### config.mk
export PLATFORM = sky130hd
export DESIGN_NAME = icache_assoc
export DESIGN_NICKNAME = d
export VERILOG_FILES = /design/src/rtl/icache_assoc.sv
export SDC_FILE = /design/constraint.sdc
export NUM_CORES = 1
export LEC_CHECK = 0
export BUFFER_PORTS_ARGS = -buffer_cell sky130_fd_sc_hd__buf_4
export CAP_MARGIN = 20
export CELL_PAD_IN_SITES_DETAIL_PLACEMENT = 1
export CELL_PAD_IN_SITES_GLOBAL_PLACEMENT = 2
export CORE_UTILIZATION = 56
export CTS_BUF_LIST = sky130_fd_sc_hd__clkbuf_2 sky130_fd_sc_hd__clkbuf_4 sky130_fd_sc_hd__clkbuf_8
export CTS_CLUSTER_SIZE = 16
export DETAILED_ROUTE_END_ITERATION = 8
export PLACE_DENSITY_LB_ADDON = 0.1
export SETUP_SLACK_MARGIN = 0.1
export SYNTH_ARGS = -nofsm -noshare
export SYNTH_HDL_FRONTEND = slang
export SYNTH_SLANG_ARGS = --single-unit
### constraint.sdc
create_clock -name CLK -period 7.2 [get_ports CLK]
set_input_delay 1.44 -clock CLK [delete_from_list [all_inputs] [get_ports CLK]]
set_output_delay 1.44 -clock CLK [all_outputs]
set_load 0.05 [all_outputs]
### src/rtl/icache_assoc.sv
// Purpose : N-way set-associative instruction cache with multi-word blocks and round-robin replacement.
// Latency : hits are combinational (same cycle); a miss costs WORDS memory transfers plus one commit cycle.
// Backpr. : memory stalls the fill through iwait; the datapath holds imemREN until ihit is returned.
//
// Ports:
//   CLK, RST          clock, asynchronous active-high reset
//   flush             invalidate every line (aborts an in-flight fill)
//   imemREN/imemaddr  fetch request and byte address (bits [1:0] ignored)
//   ihit/imemload     hit strobe and instruction word (0 when no hit)
//   iREN/iaddr        memory read request and word-aligned address
//   iwait/iload       memory busy and read data
//   hit_count/miss_count  performance counters, present only when ICACHE_STATS_EN is defined
module icache_assoc #(
    parameter int SETS  = 8,
    parameter int WAYS  = 2,
    parameter int WORDS = 2
) (
    input  logic        CLK,
    input  logic        RST,
    input  logic        flush,
    input  logic        imemREN,
    input  logic [31:0] imemaddr,
    output logic        ihit,
    output logic [31:0] imemload,
    output logic        iREN,
    output logic [31:0] iaddr,
    input  logic        iwait,
    input  logic [31:0] iload
`ifdef ICACHE_STATS_EN
    ,
    output logic [31:0] hit_count,
    output logic [31:0] miss_count
`endif
);

    localparam int OFF_W = $clog2(WORDS);
    localparam int IDX_W = $clog2(SETS);
    localparam int TAG_W = 30 - OFF_W - IDX_W;
    localparam int OW    = (OFF_W > 0) ? OFF_W : 1;
    localparam int WW    = (WAYS > 1) ? $clog2(WAYS) : 1;
    localparam logic [31:0] BLK_MASK = ~(32'(WORDS * 4) - 32'd1);

    typedef enum logic [1:0] {IDLE, FILL, COMMIT} state_t;

    state_t state, state_nxt;

    logic [WAYS-1:0]  valid [SETS];
    logic [WW-1:0]    vptr  [SETS];
    logic [TAG_W-1:0] tags  [SETS][WAYS];
    logic [31:0]      data  [SETS][WAYS][WORDS];

    // Request decode
    logic [OW-1:0]    req_off;
    logic [IDX_W-1:0] req_idx;
    logic [TAG_W-1:0] req_tag;
    logic             unused_addr_bits;

    assign req_idx = imemaddr[2+OFF_W +: IDX_W];
    assign req_tag = imemaddr[31 -: TAG_W];
    assign unused_addr_bits = ^imemaddr[1:0];

    generate
        if (WORDS > 1) begin : g_off
            assign req_off = imemaddr[2 +: OFF_W];
        end else begin : g_no_off
            assign req_off = '0;
        end
    endgenerate

    // Fill context, captured when a miss leaves IDLE
    logic [31:0]      fill_base;
    logic [IDX_W-1:0] fill_idx;
    logic [TAG_W-1:0] fill_tag;
    logic [WW-1:0]    fill_way;
    logic [OW-1:0]    cnt;
    logic             cnt_last;
    logic             start_fill;

    assign cnt_last   = (cnt == OW'(WORDS - 1));
    assign start_fill = (state == IDLE) && (state_nxt == FILL);

    // Tag lookup across the indexed set
    logic          hit_any;
    logic [WW-1:0] hit_way;

    always_comb begin
        hit_any = 1'b0;
        hit_way = '0;
        for (int w = 0; w < WAYS; w++) begin
            if (valid[req_idx][w] && (tags[req_idx][w] == req_tag)) begin
                hit_any = 1'b1;
                hit_way = WW'(w);
            end
        end
    end

    // Victim choice: lowest invalid way wins, else the set's round-robin pointer
    logic          has_inv;
    logic [WW-1:0] inv_way;
    logic [WW-1:0] pick_way;

    always_comb begin
        has_inv = 1'b0;
        inv_way = '0;
        for (int w = WAYS - 1; w >= 0; w--) begin
            if (!valid[req_idx][w]) begin
                has_inv = 1'b1;
                inv_way = WW'(w);
            end
        end
        pick_way = has_inv ? inv_way : vptr[req_idx];
    end

    // FSM: state register
    always_ff @(posedge CLK or posedge RST) begin
        if (RST) begin
            state <= IDLE;
        end else begin
            state <= state_nxt;
        end
    end

    // FSM: next state. Flush takes priority over starting a fill.
    always_comb begin
        state_nxt = state;
        case (state)
            IDLE:    if (!flush && imemREN && !hit_any) state_nxt = FILL;
            FILL: begin
                if (flush)                  state_nxt = IDLE;
                else if (!iwait && cnt_last) state_nxt = COMMIT;
            end
            COMMIT:  state_nxt = IDLE;
            default: state_nxt = IDLE;
        endcase
    end

    // FSM: outputs
    always_comb begin
        ihit     = 1'b0;
        imemload = '0;
        iREN     = 1'b0;
        iaddr    = '0;
        case (state)
            IDLE: begin
                if (imemREN && hit_any && !flush) begin
                    ihit     = 1'b1;
                    imemload = data[req_idx][hit_way][req_off];
                end
            end
            FILL: begin
                iREN  = 1'b1;
                // Base is block aligned, so OR-ing the word offset never carries out of the block
                iaddr = fill_base | {30'(cnt), 2'b00};
            end
            default: ;
        endcase
    end

    // Fill context and word counter
    always_ff @(posedge CLK or posedge RST) begin
        if (RST) begin
            fill_base <= '0;
            fill_idx  <= '0;
            fill_tag  <= '0;
            fill_way  <= '0;
            cnt       <= '0;
        end else if (start_fill) begin
            fill_base <= imemaddr & BLK_MASK;
            fill_idx  <= req_idx;
            fill_tag  <= req_tag;
            fill_way  <= pick_way;
            cnt       <= '0;
        end else if ((state == FILL) && !iwait && !cnt_last) begin
            cnt <= cnt + 1'b1;
        end
    end

    // Valid bits and victim pointers; the line only becomes valid in COMMIT
    always_ff @(posedge CLK or posedge RST) begin
        if (RST) begin
            for (int s = 0; s < SETS; s++) begin
                valid[s] <= '0;
                vptr[s]  <= '0;
            end
        end else if (flush) begin
            for (int s = 0; s < SETS; s++) begin
                valid[s] <= '0;
            end
        end else if (state == COMMIT) begin
            valid[fill_idx][fill_way] <= 1'b1;
            vptr[fill_idx]            <= (WAYS == 1) ? '0 : fill_way + 1'b1;
        end
    end

    // Tag and data arrays carry no reset; valid bits guard them
    always_ff @(posedge CLK) begin
        if ((state == FILL) && !iwait && !flush) begin
            data[fill_idx][fill_way][cnt] <= iload;
        end
        if (state == COMMIT) begin
            tags[fill_idx][fill_way] <= fill_tag;
        end
    end

`ifdef ICACHE_STATS_EN
    always_ff @(posedge CLK or posedge RST) begin
        if (RST) begin
            hit_count  <= '0;
            miss_count <= '0;
        end else begin
            if (ihit)       hit_count  <= hit_count + 32'd1;
            if (start_fill) miss_count <= miss_count + 32'd1;
        end
    end
`endif

endmodule

# Yosys cells after proc, flatten, opt, wreduce, memory -nomap -nowiden
# Memories as Yosys holds them, arrays and structs flattened.
# Index checks and enable logic that the tools add are counted.
[word_totals]
memories = 2
romBits = 0
out_inout_bits = 66
input_bits = 69
ff_bits = 86
latch_bits = 0
elab_cells = 124
ramBits = 1440
[mem_list]
columns = ["name", "depth", "width", "read_ports", "rd_ports_with_merged_regs", "wr", "line", "rtl"]
rows = [
  ["data", 8, 128, 1, 0, 1, "50", "logic [31:0] data [SETS][WAYS][WORDS];"],
  ["tags", 8, 52, 1, 0, 1, "49", "logic [TAG_W-1:0] tags [SETS][WAYS];"],
]
[op_classes]
n_mux = 50
div_mod_pow = 0
n_eq_ne = 5
shifts = 0
n_lt_le_gt_ge = 11
multipliers = 0
add_sub_neg = 2
n_reduce_logical = 23
bitwise = 9
[op_table]
columns = ["op", "n"]
rows = [
  ["$mux W64", 4],
  ["$mux W32", 7],
  ["$mux W128", 1],
  ["$demux W64 S1", 1],
  ["$eq A26 B26 Y1", 2],
  ["$mux W52", 1],
  ["$demux W32 S1", 1],
  ["$mux W16", 2],
  ["$or A32 B3 Y32", 1],
  ["$demux W26 S1", 1],
  ["$mux W26", 1],
  ["$mux W1", 18],
  ["$or A16 B16 Y16", 1],
  ["$logic_and A1 B1 Y1", 15],
  ["$mux W2", 6],
  ["$bwmux W8", 1],
  ["$ge A2 B2 Y1 const B", 4],
  ["$ge A4 B4 Y1 const B", 2],
  ["$not A1 Y2", 4],
  ["$not A3 Y4", 2],
  ["$bmux W2 S3", 1],
  ["$demux W2 S3", 1],
  ["$eq A2 B1 Y1 const B", 2],
  ["$logic_not A1 Y1", 4],
  ["other kinds (14)", 17],
]

# Longest topological paths before layout
# Gate-level depths: netlist of the first run.
[logic_depth]
depth_word = 15
depth_mapped = 17
mapped_depth_nobuf = 9

# Least setup slack after synthesis of the first run
# No wires, ideal clock.
[synth_timing]
kind = "input to output"
startpoint = "input imemaddr[5]"
endpoint = "output imemload[22]"
path_slack_ps = 611
n_path_buf = 3
arrival_ps = 5149
cell_stages = 12
required_time_ps = 5760
path_cell_list = "buf_2 -> clkbuf_1 -> mux4_2 -> mux2i_1 -> xor2_1 -> o2111ai_1 -> or4_4 -> nor4_4 -> a41oi_2 -> and4bb_2 -> buf_2 -> nor2b_1"
[synth_via]
elab_chain_len = 15
word_cells_on_any_way = 24
cone_classes = "eq/ne: 2; mux: 14; bitwise: 2; reduce/logical: 4; memory: 2"
[synth_rtl]
columns = ["element", "line", "rtl"]
rows = [
  ["from (decl)", "22", "input logic [31:0] imemaddr,"],
  ["branches (longest 13 deep; another with $mem_v2 Z8 W52)", "--", ""],
  ["$mux W32 *", "145", "if (imemREN && hit_any && !flush) begin"],
  ["$mux W32 *", "143", "case (state)"],
  ["to (decl)", "24", "output logic [31:0] imemload,"],
]
# Every way passes the cells marked *. The select of a mux whose other input is x is not followed.

# Final worst setup path of the first run
[layout_timing]
startpoint = "input imemaddr[4]"
endpoint = "output imemload[31]"
# Same word-level chain as after synthesis.

==> flow_summary.toml, run 1 <==
[run_status]
status = "finished, final reports clean"

[clock_network]
cts_buffers = 228
clk_pin_slew_ns = 0.06
holdBufCountCts = 0
cts_tree = "built"
clk_latency_ns = 0.90
htreeDepth = 4
cts_sinks = 1497
root_buffer = "clkbuf_8"
cts_resized = 0
postCtsSetupRepairBufs = 0
clockBufferDepth = 3

[placement]
pre_cts_ws_ns = 0.1993
place_congestion = 0.7601
hpwl_um = 78940
placed_cells = 4006
port_buffers = 130

[setup_path]
startpoint_type = "input port"
critPathMaxFanout = 26
crit_path_max_incr_delay_ns = 0.63
reg2reg_setup_slack_ns = 2.85
rr_worst_depth = 10
crit_chain = "buf_8, mux4_2, mux2i_1, xor2_1, o2111ai_1, or4_4, nor4_4, a41oi_2, and4bb_2, buf_4, nor2b_1, buf_4"
end_kind = "output pin"
required_ns = 5.76
slowest_stage = "or4_4"
worstPathArrival_ns = 5.53
cpMostUsedCell = "buf_4"
critPathKind = "input port to output pin"

[power_and_ir_drop]
comb_power_share_pct = 5.9
peakVddDrop_mv = 0.1673
swShare_pct = 22.96
p_switching_mw = 4.082
pwr-share-clk_pct = 37.9
p_leak_nw = 21.29
internal-power_mw = 13.70
power.density_nw_per_um2 = 270.6
seqPwrFrac_pct = 56.2

[drt]
wire_per_inst_um = 32.79
totalWireLength_um = 145000
met2WireLength_um = 73190
met1_length_um = 58080
via_per_inst = 6.282
vias = 27770
drt-initial-drc-count = 2953
first_pass_iters = 5
top_layer = "met5"
drc = 0
final_antenna_net_count = 0
met3WireLength_um = 9655

[synth]
yosys.area.top_type = "edfxtp_1"
synth-compound-area-share_pct = 0.6977
ys_seq_area_share_pct = 76.88
synth_flop_cell = "edfxtp_1"
syn-cell-area_um2 = 58100
synth_fa_ha_area_share_pct = 0
synth_area_leaders = "edfxtp_1 74%, mux4_2 15%, dfrtp_1 2.5%"
synth_simple_gate_area_share_pct = 2.242
syn_inst = 2544
yosysWarnings = 0
ys_types = 50
synth_xor_area_share_pct = 0.7537
async_flop_share_pct = 3.808
synth_top_family_by_area = "multiplexers"
synth.area.mux_share_pct = 18.22
ys_ff_latch = 1497
yosys.area.top_type_share_pct = 74.42
synth_edf_count = 1440
avgSynthCellArea_um2 = 22.84

[sta]
max_slew_margin_pct = 20.60
setup_ws_ns = 0.2313
min_period_ns = 6.969
clock_skew_ns = 0.03727
report.final.slew_viol_count = 0
worst_slew_pin_slew_ns = 1.188
final.period_utilization_pct = 96.79
fmax_mhz = 143.5
hold_viol_final = 0
finalSetupTns_ns = 0
rsz0062_at_grt = "false"
setup_viol = 0

[floorplan]
die_area_um2 = 105100
core_um2 = 102300
boundaryPins = 135
fp-row-count = 117
die_w_um = 324.1
initial_utilization_pct = 56.78
die_h_um = 324.1

[grt]
grt_max_degree = 132
grt_pass1_wl_um = 206300
gr-usage-all-layers_pct = 28.39
first_global_vias = 29680
antenna_found_initial = 4
grt-ovfl-total = 0

[hold_path]
min_path_type = "flip-flop to flip-flop"
min_delay_path_depth = 2

[layout]
stdcell_count = 4421
syn_to_final_growth_pct = 13.08
drive_gt1_share_pct = 35.26
multi_input_comb_area_um2 = 13100
nFillCells = 8195
nets = 2937
seqCellArea_um2 = 44670

[job]
drv_cap = 0
## sequential cells by signal, indices dropped and copies added, names as in the netlist
signal     cells
data        1024
tags         416
fill_tag      26
valid         16
vptr           8
fill_idx       2
state          2
cnt            1
fill_base      1
fill_way       1
## critical path: cells and delay by family
kind,cells,cell delay [ns]
buf+inv,3,0.77
compound gates,2,0.41
simple gates,4,1.70
mux,2,0.81
xor+xnor,1,0.33
## cell type report
type | count | share of cell area, %
clock buffers | 311 | 5.839
clock inverters | 103 | 0.8208
multi-input cells | 910 | 19.94
well taps | 1368 | 2.605
inverters | 5 | 0.02857
repair buffers | 226 | 2.775
diodes | 1 | 0.003809
flip-flops and latches | 1497 | 67.99
## synth_stat cells (all sizes together) (4+ instances only)
cell and count:
nand2b 16, edfxtp 1440, mux2i 109, dfrtp 57, clkbuf 58, nand4 7
nand2 40, nand3b 4, mux2 40, and2 32, xor2 34, inv 5
nand3 5, o21ai 16, nor2b 40, xnor2 16, a22o 6, a221oi 7
a21oi 4, nor4 6, nor2 91, a22oi 12, buf 75, mux4 397
## placed cells by master (no fill, tap or decap), types with 6 or more instances in the layout
cell      instances
o21ai_0          16
dfrtp_1          57
a22oi_1          12
mux4_2          397
mux2_4           28
clkbuf_8        240
nor2_4           48
edfxtp_1       1440
buf_12            8
clkinv_1         55
nand2b_1         16
and2_1           32
a22o_1            6
nor2_1           43
mux2_2           10
xnor2_1          16
clkbuf_4         71
nand4_1           7
mux2i_1         109
nor2b_1          40
nand2_1          40
xor2_1           34
a221oi_1          7
buf_4           214
clkinv_2         32
## metal layers
metal  track usage (%)  vias to the layer above
met5                 0                        -
met4             9.581                        6
met3             5.051                      233
met2             46.89                     1090
met1             38.68                    15140
li1                  -                    11310
## final timing paths
| check | start | end |
|---|---|---|
| hold / removal | valid[9]$_DFFE_PP0P_ | valid[9]$_DFFE_PP0P_ |
| hold reg to reg | valid[9]$_DFFE_PP0P_ | valid[9]$_DFFE_PP0P_ |
| min in group asynchronous | RST | vptr[7]$_DFFE_PP0P_ |
| setup / recovery | imemaddr[4] | imemload[31] |
| max in group asynchronous | RST | fill_tag[10]$_DFFE_PP0P_ |
| setup reg to reg | tags[7][7]$_DFFE_PP_ | fill_tag[13]$_DFFE_PP0P_ |
## stage by stage
stage,total power [mW],instance area [um2],utilization [%],hold slack (ns)
floorplan,10.75,58110,-,0.4608
global placement,11.17,61280,59.89,0.4727
detailed placement,11.23,61320,59.93,0.4910
CTS,17.93,65700,64.20,0.5051
global route,18.33,65700,64.21,0.5313
finish,17.78,65700,64.21,0.5057
## cells by family (layout without fill, tap and decap cells)
family,after synthesis,in the layout
AO/OA/AOI/OAI,57,57
XOR/XNOR,50,50
buffers and inverters,138,645
flip-flops,1497,1497
multiplexers,546,546
other,1,3
AND/OR/NAND/NOR,255,255
## power groups by stage
| stage | registers, mW | clock network [mW] | logic [mW] |
|---|---|---|---|
| after floorplan | 10.1 | 0 | 0.679 |
| after global routing | 10.0 | 7.21 | 1.11 |
| after CTS | 9.99 | 6.87 | 1.06 |
| after detailed placement | 10.2 | 0 | 1.06 |
| after global placement | 10.1 | 0 | 1.03 |
| final | 9.99 | 6.75 | 1.05 |
Power figures use the tool's default switching activity.
==> run 2: changes to the inputs <==
--- a/config.mk
+++ b/config.mk
@@ -5,11 +5,12 @@
 export SDC_FILE = /design/constraint.sdc
 export NUM_CORES = 1
 export LEC_CHECK = 0
+export ABC_AREA = 1
 export BUFFER_PORTS_ARGS = -buffer_cell sky130_fd_sc_hd__buf_4
 export CAP_MARGIN = 20
 export CELL_PAD_IN_SITES_DETAIL_PLACEMENT = 1
 export CELL_PAD_IN_SITES_GLOBAL_PLACEMENT = 2
-export CORE_UTILIZATION = 56
+export CORE_UTILIZATION = 48
 export CTS_BUF_LIST = sky130_fd_sc_hd__clkbuf_2 sky130_fd_sc_hd__clkbuf_4 sky130_fd_sc_hd__clkbuf_8
 export CTS_CLUSTER_SIZE = 16
 export DETAILED_ROUTE_END_ITERATION = 8
==> run 2 against run 1 <==
Global-route usage is 2.0 points higher. Power is 5.7% higher. Sequential cell count stayed put. Synthesized cell count is 120% higher. Setup slack better by 0.34 ns. Via count is 56% higher. Synthesized area is 6.8% higher. Largest power group unchanged. Clock power is 12% higher. First-iteration DRC count is 31% higher. Routed wire length is 37% higher.
==> flow_summary.toml, run 2 <==
[sta]
worst_slew_pin_slew_ns = 1.202
rsz0062_at_grt = "false"
fmax_mhz = 150.8
hold_viol_final = 0
min_period_ns = 6.630
clock_skew_ns = 0.04865
max_slew_margin_pct = 19.85
finalSetupTns_ns = 0
final.period_utilization_pct = 92.08
setup_viol = 0
report.final.slew_viol_count = 0

[floorplan]
initial_utilization_pct = 48.54
die_area_um2 = 130700
die_h_um = 361.6
boundaryPins = 135
core_um2 = 127800
fp-row-count = 131
die_w_um = 361.6

[clock_network]
cts_buffers = 274
cts_sinks = 1497
postCtsSetupRepairBufs = 0
cts_tree = "built"
clk_pin_slew_ns = 0.06
holdBufCountCts = 0
clk_latency_ns = 0.99
cts_resized = 0
clockBufferDepth = 4
root_buffer = "clkbuf_8"
htreeDepth = 5

[synth]
yosys.area.top_type_share_pct = 69.68
synth_edf_count = 1440
ys_types = 27
syn-cell-area_um2 = 62050
synth_area_leaders = "edfxtp_1 70%, o21ai_0 6.5%, nor2_1 5.8%"
ys_seq_area_share_pct = 71.98
yosys.area.top_type = "edfxtp_1"
syn_inst = 5492
synth_common_cells = "1440 x edfxtp_1, 962 x nor2_1, 910 x nand2_1"
yosysMostFrequentCell = "edfxtp_1"
synth_flop_cell = "edfxtp_1"
avgSynthCellArea_um2 = 11.30
yosysWarnings = 0
ys_ff_latch = 1497
async_flop_share_pct = 3.808

[setup_path]
r2r_end = "data[2][103]$_DFFE_PP_"
rr_worst_depth = 7
startpoint_type = "input port"
critPathMaxFanout = 65
rr_startpoint = "state[0]$_DFF_PP0_"
critPathKind = "input port to output pin"
required_ns = 5.76
end_kind = "output pin"
endpoint = "imemload[23]"
worstPathArrival_ns = 5.19
reg2reg_setup_slack_ns = 3.74
crit_start = "imemaddr[4]"

[placement]
placed_cells = 7075
port_buffers = 130
hpwl_um = 109400
place_congestion = 0.8533

[run_status]
status = "finished, final reports clean"

[grt]
antenna_found_initial = 15
grt-ovfl-total = 0
gr-usage-all-layers_pct = 30.40
grt_max_degree = 248
grt_pass1_wl_um = 290500
first_global_vias = 44410

[layout]
stdcell_count = 7534
nFillCells = 13330
final_cell_mix = "1440 x edfxtp_1, 914 x nor2_1, 909 x nand2_1, 801 x o21ai_0, 455 x inv_1"
drive_gt1_share_pct = 11.94
syn_to_final_growth_pct = 13.13
regMostFlops = "data"
nets = 5759
mostFrequentLayoutCell = "edfxtp_1"
largest_reg_flops = 1024
reg_top3 = "data: 1024 flops, tags: 416 flops, fill_tag: 26 flops"

[drt]
via_per_inst = 5.740
first_pass_iters = 6
totalWireLength_um = 198500
wire_per_inst_um = 26.34
drc = 0
drt-initial-drc-count = 3869
final_antenna_net_count = 0
vias = 43250

[job]
drv_cap = 0

[power_and_ir_drop]
peakVddDrop_mv = 0.2106
p_leak_nw = 26.14
power.density_nw_per_um2 = 267.7

[hold_path]
min_path_type = "flip-flop to flip-flop"
## run 2: cell count changes after synthesis, sizes merged, moves of 37 or more
cell    before  now
mux4       397    0
mux2        40    0
nor2b       40    0
o221ai       0  128
nor2        91  966
nand2       40  911
mux2i      109    0
o21ai       16  845
nand3        5  340
inv          5  460
clkbuf      58  211
buf         75  112
## run 2: cell type report
class	count	area, um2	share of cell area (%)
clock buffers	383	4633	6.600
well taps	1662	2079	2.962
multi-input cells	3209	14600	20.79
flip-flops and latches	1497	44670	63.62
diodes	9	22.52	0.03208
clock inverters	66	297.8	0.4242
repair buffers	244	2133	3.039
inverters	464	1773	2.525
## run 2: worst min-delay path by stage
| stage | start | to | slack [ns] | depth (start not counted) |
|---|---|---|---|---|
| final | valid[10]$_DFFE_PP0P_ | valid[10]$_DFFE_PP0P_ | 0.50 | 2 |
| after global routing | valid[12]$_DFFE_PP0P_ | valid[12]$_DFFE_PP0P_ | 0.53 | 2 |
| after CTS | valid[13]$_DFFE_PP0P_ | valid[13]$_DFFE_PP0P_ | 0.50 | 2 |
| after detailed placement | valid[13]$_DFFE_PP0P_ | valid[13]$_DFFE_PP0P_ | 0.49 | 2 |
| after global placement | valid[13]$_DFFE_PP0P_ | valid[13]$_DFFE_PP0P_ | 0.47 | 2 |
| after floorplan | valid[12]$_DFFE_PP0P_ | valid[12]$_DFFE_PP0P_ | 0.46 | 2 |
## run 2: routing by layer
| metal | wire length [um] | share of wire [%] | global-route usage (%) |
|---|---|---|---|
| met1 | 83200 | 42 | 39.73 |
| met2 | 96600 | 49 | 50.20 |
| met3 | 11760 | 5.9 | 5.498 |
| met4 | 6840 | 3.4 | 12.40 |
| met5 | 74 | 0.037 | 0 |
## run 2: critical path, stage by stage
cell and delay, ns:
buf_8 0.24, buf_4 0.73, o211ai_1 0.18, nand2_1 0.12, nand2_1 0.05, nand2_1 0.25, nand2_1 0.09, inv_1 0.07
nand2_1 0.10, nor2_1 0.11, nand3_1 0.12, nor2_1 0.17, nor2_2 0.10, nor2_4 0.11, buf_12 0.30, nand2_1 0.10
nor2_1 0.52, buf_4 0.32
## run 2: cells by family (layout without fill, tap and decap cells)
family / Yosys count / count (layout) / share of synthesized area (%)
flops: 1497 / 1497 / 71.98
other cells: 1 / 11 / 0.006043
simple gates: 2230 / 2230 / 14.24
buf+inv: 787 / 1157 / 5.109
compound gates: 977 / 977 / 8.662
## run 2: stage by stage
stage	setup slack [ns]	util, %	cell area [um2]	power [mW]	hold slack (ns)
floorplan	1.795	-	62060	10.78	0.4608
global placement	0.5952	50.92	65100	11.35	0.4732
detailed placement	0.6134	51.02	65220	11.40	0.4867
CTS	0.6047	54.87	70150	18.93	0.4990
global route	0.3608	54.91	70200	19.42	0.5278
finish	0.5700	54.91	70200	18.79	0.4987
## run 2: power by group
| group | leakage [nW] | internal (mW) | switching [mW] |
|---|---|---|---|
| clock | 2.62 | 4.14 | 3.43 |
| combinational | 9.81 | 0.315 | 0.966 |
| sequential | 13.7 | 9.76 | 0.177 |
